==> src/rtl/mii_tx_arbiter_if.sv <==
// Byte handshake bundle between the frame sources, the arbiter and the MII encoder.
interface mii_tx_arbiter_if #(
  parameter int unsigned NUM_PORTS = 2
);
  logic [NUM_PORTS-1:0]   req_valid;
  logic [8*NUM_PORTS-1:0] req_data;
  logic [NUM_PORTS-1:0]   req_last;
  logic [NUM_PORTS-1:0]   req_ready;
  logic                   tx_en;
  logic [7:0]             tx_data;
  logic                   tx_ready;

  modport master (
    output req_valid, req_data, req_last, tx_ready,
    input  req_ready, tx_en, tx_data
  );

  modport slave (
    input  req_valid, req_data, req_last, tx_ready,
    output req_ready, tx_en, tx_data
  );
endinterface

==> src/rtl/mii_tx_arbiter.sv <==
// Round-robin sharing of one MII transmit byte stream between NUM_PORTS frame sources,
// with idle gap enforcement, oversize truncation and underrun abort.
module mii_tx_arbiter #(
  parameter int unsigned NUM_PORTS  = 2,
  parameter int unsigned MAX_BYTES  = 1514,
  parameter int unsigned GAP_CYCLES = 4
) (
  input  logic                 i_clk,
  input  logic                 i_reset_n,
  mii_tx_arbiter_if.slave      bus,
  output logic [NUM_PORTS-1:0] grant,
  output logic                 busy,
  output logic                 err_underrun,
  output logic                 err_oversize,
  output logic [15:0]          frames_sent
);
  localparam int unsigned PW = $clog2(NUM_PORTS);
  localparam int unsigned GW = $clog2(GAP_CYCLES + 1);

  localparam logic [1:0] S_IDLE  = 2'd0;
  localparam logic [1:0] S_SEND  = 2'd1;
  localparam logic [1:0] S_DRAIN = 2'd2;
  localparam logic [1:0] S_GAP   = 2'd3;

  logic [1:0]    state;
  logic [PW-1:0] rr_ptr;
  logic [PW-1:0] owner;
  logic [PW-1:0] win_idx;
  logic          win_found;
  logic [10:0]   byte_cnt;
  logic [GW-1:0] gap_cnt;
  logic          sel_valid;
  logic          sel_last;
  logic [7:0]    sel_data;

  // First valid requester at or after the round-robin pointer, wrapping.
  always_comb begin
    logic [PW-1:0] idx;
    idx       = '0;
    win_found = 1'b0;
    win_idx   = '0;
    for (int unsigned i = 0; i < NUM_PORTS; i++) begin
      idx = PW'((32'(rr_ptr) + i) % NUM_PORTS);
      if (!win_found && bus.req_valid[idx]) begin
        win_found = 1'b1;
        win_idx   = idx;
      end
    end
  end

  assign sel_valid     = bus.req_valid[owner];
  assign sel_last      = bus.req_last[owner];
  assign sel_data      = bus.req_data[{owner, 3'b000} +: 8];
  assign bus.req_ready = (state == S_SEND || state == S_DRAIN) ? grant : '0;
  assign busy          = (state != S_IDLE);

  always_ff @(posedge i_clk or negedge i_reset_n) begin
    if (!i_reset_n) begin
      state        <= S_IDLE;
      rr_ptr       <= '0;
      owner        <= '0;
      grant        <= '0;
      byte_cnt     <= '0;
      gap_cnt      <= '0;
      bus.tx_en    <= 1'b0;
      bus.tx_data  <= '0;
      err_underrun <= 1'b0;
      err_oversize <= 1'b0;
      frames_sent  <= '0;
    end else begin
      err_underrun <= 1'b0;
      err_oversize <= 1'b0;
      bus.tx_en    <= 1'b0;
      case (state)
        S_IDLE: begin
          if (bus.tx_ready && win_found) begin
            grant    <= NUM_PORTS'(1) << win_idx;
            owner    <= win_idx;
            rr_ptr   <= (win_idx == PW'(NUM_PORTS - 1)) ? '0 : win_idx + 1'b1;
            byte_cnt <= '0;
            state    <= S_SEND;
          end
        end
        S_SEND: begin
          if (sel_valid) begin
            bus.tx_en   <= 1'b1;
            bus.tx_data <= sel_data;
            if (sel_last) begin
              grant       <= '0;
              gap_cnt     <= '0;
              frames_sent <= frames_sent + 16'd1;
              state       <= S_GAP;
            end else if (byte_cnt == 11'(MAX_BYTES - 1)) begin
              // Forwarded byte becomes the truncated frame's last; the rest is drained.
              err_oversize <= 1'b1;
              state        <= S_DRAIN;
            end else begin
              byte_cnt <= byte_cnt + 11'd1;
            end
          end else begin
            err_underrun <= 1'b1;
            state        <= S_DRAIN;
          end
        end
        S_DRAIN: begin
          if (sel_valid && sel_last) begin
            grant   <= '0;
            gap_cnt <= '0;
            state   <= S_GAP;
          end
        end
        S_GAP: begin
          if (gap_cnt == GW'(GAP_CYCLES - 1)) state <= S_IDLE;
          else gap_cnt <= gap_cnt + 1'b1;
        end
        default: state <= S_IDLE;
      endcase
    end
  end
endmodule

==> src/flat_wrapper.sv <==
// flat-port wrapper written by rule: the top's interface ports become plain ports
module mii_tx_arbiter_flat 
#(
  parameter int unsigned NUM_PORTS  = 2,
  parameter int unsigned MAX_BYTES  = 1514,
  parameter int unsigned GAP_CYCLES = 4
)
  (i_clk, i_reset_n, grant, busy, err_underrun, err_oversize, frames_sent, bus_req_valid, bus_req_data, bus_req_last, bus_tx_ready, bus_req_ready, bus_tx_en, bus_tx_data);
  mii_tx_arbiter_if #(.NUM_PORTS(NUM_PORTS)) bus_i ();
  input  logic i_clk;
  input  logic i_reset_n;
  output logic [NUM_PORTS-1:0] grant;
  output logic busy;
  output logic err_underrun;
  output logic err_oversize;
  output logic [15:0] frames_sent;
  input wire logic [$bits(bus_i.req_valid)-1:0] bus_req_valid;
  input wire logic [$bits(bus_i.req_data)-1:0] bus_req_data;
  input wire logic [$bits(bus_i.req_last)-1:0] bus_req_last;
  input wire logic [$bits(bus_i.tx_ready)-1:0] bus_tx_ready;
  output wire logic [$bits(bus_i.req_ready)-1:0] bus_req_ready;
  output wire logic [$bits(bus_i.tx_en)-1:0] bus_tx_en;
  output wire logic [$bits(bus_i.tx_data)-1:0] bus_tx_data;
  assign bus_i.req_valid = bus_req_valid;
  assign bus_i.req_data = bus_req_data;
  assign bus_i.req_last = bus_req_last;
  assign bus_i.tx_ready = bus_tx_ready;
  assign bus_req_ready = bus_i.req_ready;
  assign bus_tx_en = bus_i.tx_en;
  assign bus_tx_data = bus_i.tx_data;
  mii_tx_arbiter #(.NUM_PORTS(NUM_PORTS), .MAX_BYTES(MAX_BYTES), .GAP_CYCLES(GAP_CYCLES)) u_core (.i_clk(i_clk), .i_reset_n(i_reset_n), .bus(bus_i), .grant(grant), .busy(busy), .err_underrun(err_underrun), .err_oversize(err_oversize), .frames_sent(frames_sent));
endmodule
==> config.mk <==
export PLATFORM = sky130hd
export DESIGN_NAME = mii_tx_arbiter_flat
export DESIGN_NICKNAME = d
export VERILOG_FILES = /design/src/rtl/mii_tx_arbiter_if.sv /design/src/rtl/mii_tx_arbiter.sv /design/src/flat_wrapper.sv
export SDC_FILE = /design/constraint.sdc
export NUM_CORES = 1
export LEC_CHECK = 0
export CORE_ASPECT_RATIO = 0.6
export CORE_UTILIZATION = 31
export CTS_BUF_LIST = sky130_fd_sc_hd__clkbuf_8
export CTS_CLUSTER_DIAMETER = 100
export DETAILED_ROUTE_END_ITERATION = 16
export REMOVE_ABC_BUFFERS = 1
export SYNTH_ARGS = -nofsm -noshare
export SYNTH_HDL_FRONTEND = slang
export SYNTH_SLANG_ARGS = --single-unit
==> constraint.sdc <==
create_clock -name i_clk -period 2.45 [get_ports i_clk]
set_input_delay 0.245 -clock i_clk [delete_from_list [all_inputs] [get_ports i_clk]]
set_output_delay 0.245 -clock i_clk [all_outputs]
set_load 0.01 [all_outputs]
======== Word level (Yosys, flattened, before mapping) ========
Cells that the tools add are included.
storage, ports and cells
  bits in registers ....................... 47
  input port bits ......................... 23
  output and inout port bits .............. 32
operators by class
  add/sub/neg operators ................... 5
  $lt $le $gt $ge ......................... 3
  equality and inequality tests ........... 14
  shift operators ......................... 2
  muxes and demuxes ....................... 44
  reductions and logical operators ........ 17
operator list
  cell                     count
  $mux W11                 4
  $mux W2                  11
  $pmux W11 S2             1
  $mux W1                  21
  $add A16 B1 Y16 const B  1
  $shiftx A16 B5 Y8        1
  $reduce_and A5 Y1        3
  $mux W3                  4
  $add A11 B1 Y11 const B  1
  $eq A11 B11 Y1 const B   1
  $pmux W3 S3              1
  $ne A2 B1 Y1 const B     4
  $ne A2 B2 Y1 const B     4
  $pmux W2 S4              1
  $lt A1 B2 Y1 const B     3
  $pmux W2 S3              1
  $reduce_bool A3 Y1       2
  $eq A2 B2 Y1 const B     2
  $ne A4 B4 Y1 const B     1
  $reduce_and A2 Y1        2
  $reduce_and A4 Y1        1
  $reduce_bool A2 Y1       2
  $add A3 B1 Y3 const B    1
  $eq A3 B2 Y1 const B     1
  other kinds (8)          11

======== Longest topological paths before layout ========
Gate-level depths: netlist (run 1).
  depth in word-level cells ............... 9
  depth in mapped cells ................... 8
  mapped depth without buffers ............ 7

======== Worst setup path before layout (run 1) ========
Ideal clock, no wire load.
  kind .................................... register -> register
  from .................................... register u_core.state[1]
  to ...................................... register u_core.byte_cnt[10]
  library setup time ...................... 0.126 ns
  arrival time ............................ 1.728 ns
  data required time ...................... 2.324 ns
  path slack .............................. 0.596 ns
  stages on the path, launching flop included .. 8
  path buffers ............................ 1
  clock period less this slack ............ 1.854 ns
  cell sequence ........................... dfrtp_1 > inv_1 > ha_1 > and4b_1 > a31oi_2 > nor3b_4 > buf_2 > a221o_1
between the ends
  word-level cells in the longest chain between the ends .. 3
  elaborated cells on any way between the ends .. 9
  classes of those cells .................. eq/ne (5); mux (1); reduce/logical (3)
ends and longest elaborated chain
  what                                                         RTL line              text
  from (decl)                                                  mii_tx_arbiter.sv:25  logic [1:0] state;
  from (signal assigned)                                       mii_tx_arbiter.sv:59  state <= S_IDLE;
  from (signal assigned)                                       mii_tx_arbiter.sv:81  state <= S_SEND;
  from (signal assigned)                                       mii_tx_arbiter.sv:92  state <= S_GAP;
  $eq A2 B1 Y1 or $logic_not A2 Y1 (tied branches)             mii_tx_arbiter.sv:74  case (state)
  $ne A2 B2 Y1 (no source line), or another cell as far along  n/a
  $reduce_and A5 Y1 (no source line)                           n/a
  to (signal assigned)                                         mii_tx_arbiter.sv:98  byte_cnt <= byte_cnt + 11'd1;
  to (decl)                                                    mii_tx_arbiter.sv:30  logic [10:0] byte_cnt;
Parallel ways exist; a longest one is shown, timed or not.
A chain may end at the register's enable or synchronous reset.

======== Worst setup path in the final report (run 1) ========
  from .................................... register u_core.state[0]
  to ...................................... output port bus_req_ready[1]
between the ends
  word-level cells in the longest chain between the ends .. 3
  elaborated cells on any way between the ends .. 4
  classes of those cells .................. eq/ne (2); mux (1); reduce/logical (1)
ends and longest elaborated chain
  what                                          RTL line              text
  $eq A2 B1 Y1 or $eq A2 B2 Y1 (tied branches)  mii_tx_arbiter.sv:54  assign bus.req_ready = (state == S_SEND || state == S_DRAIN) ? grant : '0;
  $logic_or A1 B1 Y1 *                          mii_tx_arbiter.sv:54
  $mux W2 *                                     mii_tx_arbiter.sv:54
  to (decl)                                     flat_wrapper.sv:21    output wire logic [$bits(bus_i.req_ready)-1:0] bus_req_ready;
Mark *: on every way between the ends. The rest lies on a longest branch, timed or not.

==> results of run 1 <==
## layer usage
metal	part of all wire	global-route usage	wire, um	up-vias
met5	0	0	0	-
met4	0.0031	0.0183	17	0
met3	0.072	0.0377	391	2
met2	0.40	0.207	2180	64
met1	0.53	0.230	2880	922
li1	-	-	-	963
## where the power goes
group	internal, uW	switching (uW)
combinational	573	584
clock	308	283
sequential	948	149
## final cells by class
class | instances | area [sq um] | share of cell area
Multi-Input combinational cell | 174 | 1190 | 0.369
Sequential cell | 47 | 1180 | 0.364
Timing Repair Buffer | 60 | 581 | 0.180
Tap cell | 104 | 130 | 0.0402
Clock buffer | 5 | 68.8 | 0.0213
Clock inverter | 3 | 46.3 | 0.0143
Inverter | 10 | 37.5 | 0.0116
## metrics by stage
step | cells | utilization | cell area, sq um | setup slack [ns] | power [uW]
6_report | 403 | 0.434 | 3230 | 0.304 | 2840
3_3_place_gp | 395 | 0.419 | 3120 | 0.265 | 2250
4_1_cts | 403 | 0.434 | 3230 | 0.294 | 2880
5_1_grt | 403 | 0.434 | 3230 | 0.185 | 3080
3_5_place_dp | 395 | 0.419 | 3120 | 0.212 | 2270
2_1_floorplan | 231 | - | 2410 | 0.226 | 1740
## flip-flops by register name, summed over array words and instances, names as in the netlist
signal and cells:
u_core.bus.tx_data 8, u_core.bus.tx_en 1, u_core.rr_ptr 1, u_core.frames_sent 16, u_core.grant 2, u_core.state 2, u_core.err_oversize 1, u_core.byte_cnt 11
u_core.err_underrun 1, u_core.owner 1, u_core.gap_cnt 3
## worst max-delay path by stage
stage	cells after the start	endpoint	slack, ns	startpoint
after detailed placement	7	u_core.byte_cnt[7]	0.21	bus_req_valid[1]
after global routing	4	bus_req_ready[1]	0.18	u_core.state[1]
after CTS	4	bus_req_ready[0]	0.29	u_core.state[0]
after floorplan	7	u_core.byte_cnt[10]	0.23	u_core.state[1]
after global placement	7	u_core.byte_cnt[10]	0.26	bus_req_valid[1]
final	4	bus_req_ready[1]	0.30	u_core.state[0]
## logic make-up (layout without fill, tap and decap cells)
| logic type | count (synthesis) | after routing | synth area share |
|---|---|---|---|
| muxes | 11 | 11 | 0.0459 |
| DFF | 47 | 47 | 0.480 |
| AOI/OAI and AO/OA | 42 | 42 | 0.117 |
| adders and majority gates | 10 | 10 | 0.0510 |
| xor gates and xnor gates | 17 | 17 | 0.0607 |
| buffers and inverters | 18 | 78 | 0.0332 |
| and+or+nand+nor | 94 | 94 | 0.212 |
## cell usage in the layout (no fill, tap or decap), types with 3 or more instances in the layout
cell type,count
mux2i_1,9
and2_1,4
nand2b_1,4
xor2_1,3
nand3b_1,3
and3_1,13
o21ai_0,19
nand2_1,30
ha_1,10
nor2_1,6
dfrtp_1,47
nor3b_1,3
inv_1,10
xnor2_1,14
buf_4,6
clkbuf_8,5
nor2b_1,4
and4_1,3
clkdlybuf4s50_1,53
nand3_1,12
o31ai_1,7
nand4_1,4
==> flow_summary.toml, run 1 <==
[outcome]
status = "finished, final reports clean"

[global_routing]
antenna_found_initial = 0
grt_pass1_vias = 1899
grt_usage = 0.147
grt_pass1_wl_um = 9520
grt-ovfl-total = 0
grt_max_degree = 48

[timing]
finalCritPeriodShare = 0.876
fin_hold_ws_ns = 0.0135
relSlewSlack = 0.596
min_period_ns = 2.15
worstMarginPinSlew_ns = 0.607
tns_ns = 0
slew_violations = 0
worst_clock_skew_ns = 0.0119
rsz0062_at_grt = "no"
setup_violations = 0
max_freq_ghz = 0.466
hold_viol = 0

[layout]
antenna_cells = 0
final_nets = 331
synthToLayoutAreaGrowth_pct = 31.9
drive_gt1_frac = 0.0803
fillers = 773

[power]
vdd_ir_drop_max_mv = 0.492
cellPowerDensity_mw_per_mm2 = 880
p_leak_uw = 0.00145

[synthesis]
synthTopCellsByCount = "dfrtp_1, nand2_1, o21ai_0"
ys_ff_latch = 47
yosysTopAreaCell = "dfrtp_1"
synth_edf_count = 0
synth_area_leaders = "dfrtp_1, ha_1, xnor2_1, nand2_1, o21ai_0"
synthCells = 239
synth_flop_cell = "dfrtp_1"
postSynthAreaPerCell_sq_um = 10.3
synth.distinct_cells = 43
yosysMostFrequentCell = "dfrtp_1"
synth_top_area_frac = 0.480
ys_seq_area_frac = 0.480
yosysWarnings = 0
async_reset_ff_frac = 1.00
synth_area_sq_mm = 0.00245

[drt]
drc = 0
ant_nets = 0
vias_per_cell = 4.84
drt_iter0_drc = 171
drt-pass1-iter-count = 5
wl_um = 5470
wl_per_cell_um = 13.6
routed-via-count = 1951

[cts]
post-cts-setup-buffers = 0
cts_buffers = 5
cts_root_buf = "clkbuf_8"
h-tree-depth = 2
clkTransAtPathRegs_ns = 0.10
clk_latency_ns = 0.30
hold_buffers = 0
cts_resized = 0
cts_tree = "built"
clock-sinks = 47
clockBufferDepth = 2

[floorplanning]
die_h_um = 70.9
die_x_um = 117
fp-row-count = 24
io_pins = 55
core_sq_mm = 0.00745
start_util = 0.329
dieArea_sq_mm = 0.00828

[worst_setup_path]
cp.required_ns = 2.20
start_kind = "register"
r2r_end = "u_core.byte_cnt[7]"
cp_slowest_stage_delay_ns = 0.53
worstPathArrival_ns = 1.90
crit_buf_inv = 2
r2r_slack_ns = 0.33
criticalPathCategory = "register to output port"
cpLargestDelayFamily = "buffers and inverters"
path_cells = "inv_1 -> ha_1 -> and2_1 -> clkdlybuf4s50_1"
end_kind = "output port"
worstReg2RegStart = "u_core.state[1]"
rr_worst_depth = 8
crit_fanout = 5
slowest_stage = "clkdlybuf4s50_1"

[placed_design]
portBuffers = 54
place_hpwl_um = 4090
gp_congestion = 0.816

[run]
maxCapViolations = 0

[hold_path]
min-delay-path-class = "input port to async pin"
Power figures use the tool's default switching activity.
==> inputs of run 2 (changes only) <==
Settings changed: CORE_ASPECT_RATIO 0.6 to not set.
==> flow_summary.toml, run 2 (same netlist as run 1, synthesis figures left out) <==
[cts]
clk_latency_ns = 0.31
cts_resized = 0
clockBufferDepth = 2
cts_root_buf = "clkbuf_8"
h-tree-depth = 2
clock-sinks = 47
clkTransAtPathRegs_ns = 0.10
hold_buffers = 0
cts_tree = "built"
post-cts-setup-buffers = 0
cts_buffers = 5

[timing]
max_freq_ghz = 0.465
hold_viol = 0
min_period_ns = 2.15
tns_ns = 0
finalCritPeriodShare = 0.879
slew_violations = 0
worst_clock_skew_ns = 0.0136
worstMarginPinSlew_ns = 0.612
setup_violations = 0
relSlewSlack = 0.592
rsz0062_at_grt = "no"
setup_ws_ns = 0.297

[floorplanning]
start_util = 0.319
dieArea_sq_mm = 0.00827
core_sq_mm = 0.00769
die_h_um = 90.9
fp-row-count = 32
io_pins = 55
die_x_um = 90.9

[drt]
drt-pass1-iter-count = 4
drc = 0
vias_per_cell = 4.76
wl_per_cell_um = 12.3
routed-via-count = 1912
wl_um = 4940
drt_iter0_drc = 134
ant_nets = 0

[placed_design]
place_hpwl_um = 3560
dp_slack_ns = 0.250
portBuffers = 54
gp_congestion = 0.793

[layout]
synthToLayoutAreaGrowth_pct = 32.1
final_common_cell = "clkdlybuf4s50_1"
layout_common_cells = "clkdlybuf4s50_1, dfrtp_1, nand2_1"
drive_gt1_frac = 0.0833
final_core_util = 0.421
antenna_cells = 0
largest_register = "u_core.frames_sent"
largest_register_ffs = 16
reg.largest.list = "u_core.frames_sent (16), u_core.byte_cnt (11), u_core.bus.tx_data (8)"
final_nets = 332

[worst_setup_path]
crit_fanout = 5
start_kind = "register"
worstPathArrival_ns = 1.91
criticalPathCategory = "register to output port"
r2r_slack_ns = 0.31
worstReg2RegStart = "u_core.state[1]"
cp_slowest_stage_delay_ns = 0.53
cp.required_ns = 2.20
rr_worst_depth = 8
end_kind = "output port"
path_cells = "inv_1 -> ha_1 -> and2_1 -> clkdlybuf4s50_1"
crit_path_start = "u_core.state[0]"
r2r_end = "u_core.byte_cnt[9]"
slowest_stage = "clkdlybuf4s50_1"

[outcome]
status = "finished, final reports clean"

[hold_path]
min-delay-path-class = "input port to async pin"

[global_routing]
grt-ovfl-total = 0
antenna_found_initial = 0
grt_pass1_wl_um = 8470
grt_pass1_vias = 1765
grt_max_degree = 48
grt_usage = 0.127

[power]
p_leak_uw = 0.00146
totalPowerFinal_uw = 2830
vdd_ir_drop_max_mv = 0.348
cellPowerDensity_mw_per_mm2 = 872

[run]
maxCapViolations = 0
==> run 2: cell count changes in the layout (fill, tap and decap cells not counted) <==
| cell | previous run | this run |
|---|---|---|
| buf_4 | 6 | 7 |
==> run 2: worst max path at each step <==
stage / to / slack [ns]
3_3_place_gp: u_core.byte_cnt[10] / 0.31
4_1_cts: bus_req_ready[1] / 0.28
5_1_grt: u_core.byte_cnt[7] / 0.13
2_1_floorplan: u_core.byte_cnt[10] / 0.23
3_5_place_dp: u_core.byte_cnt[10] / 0.25
6_report: bus_req_ready[1] / 0.30
==> run 2: per-stage QoR <==
step	hold WS, ns	area (sq um)	cells
5_1_grt	0.0846	3240	402
3_5_place_dp	0.389	3120	394
4_1_cts	0.0539	3240	402
6_report	0.0243	3240	402
2_1_floorplan	-0.0506	2410	231
3_3_place_gp	0.390	3120	394
==> run 2: area by class of cell <==
class	count	area, sq um
clock inverters	3	46.3
repair buffers	61	588
fillers	763	4450
well taps	102	128
multi-input cells	174	1190
flip-flops and latches	47	1180
clock buffers	5	68.8
inverters	10	37.5
==> run 2: where the power goes <==
| group | switching (uW) | leakage (uW) | internal, uW |
|---|---|---|---|
| clock | 285 | 0.0000548 | 308 |
| combinational | 576 | 0.000777 | 576 |
| sequential | 133 | 0.000628 | 948 |
| total | 994 | 0.00146 | 1830 |
==> run 2: worst max-delay path: cells and delay by family (launching register included) <==
| family | cells | cell delay [ns] |
|---|---|---|
| buf+inv | 2 | 0.63 |
| simple gates | 1 | 0.15 |
| fa+ha+maj | 1 | 0.38 |
| flops | 1 | 0.43 |
==> run 2: routing by layer <==
| layer | routed length (um) | GRT usage | vias up |
|---|---|---|---|
| met5 | 0 | 0 | - |
| met4 | 42 | 0.0278 | 0 |
| met3 | 222 | 0.0370 | 5 |
| met2 | 2150 | 0.194 | 38 |
| met1 | 2520 | 0.179 | 902 |
| li1 | - | - | 967 |
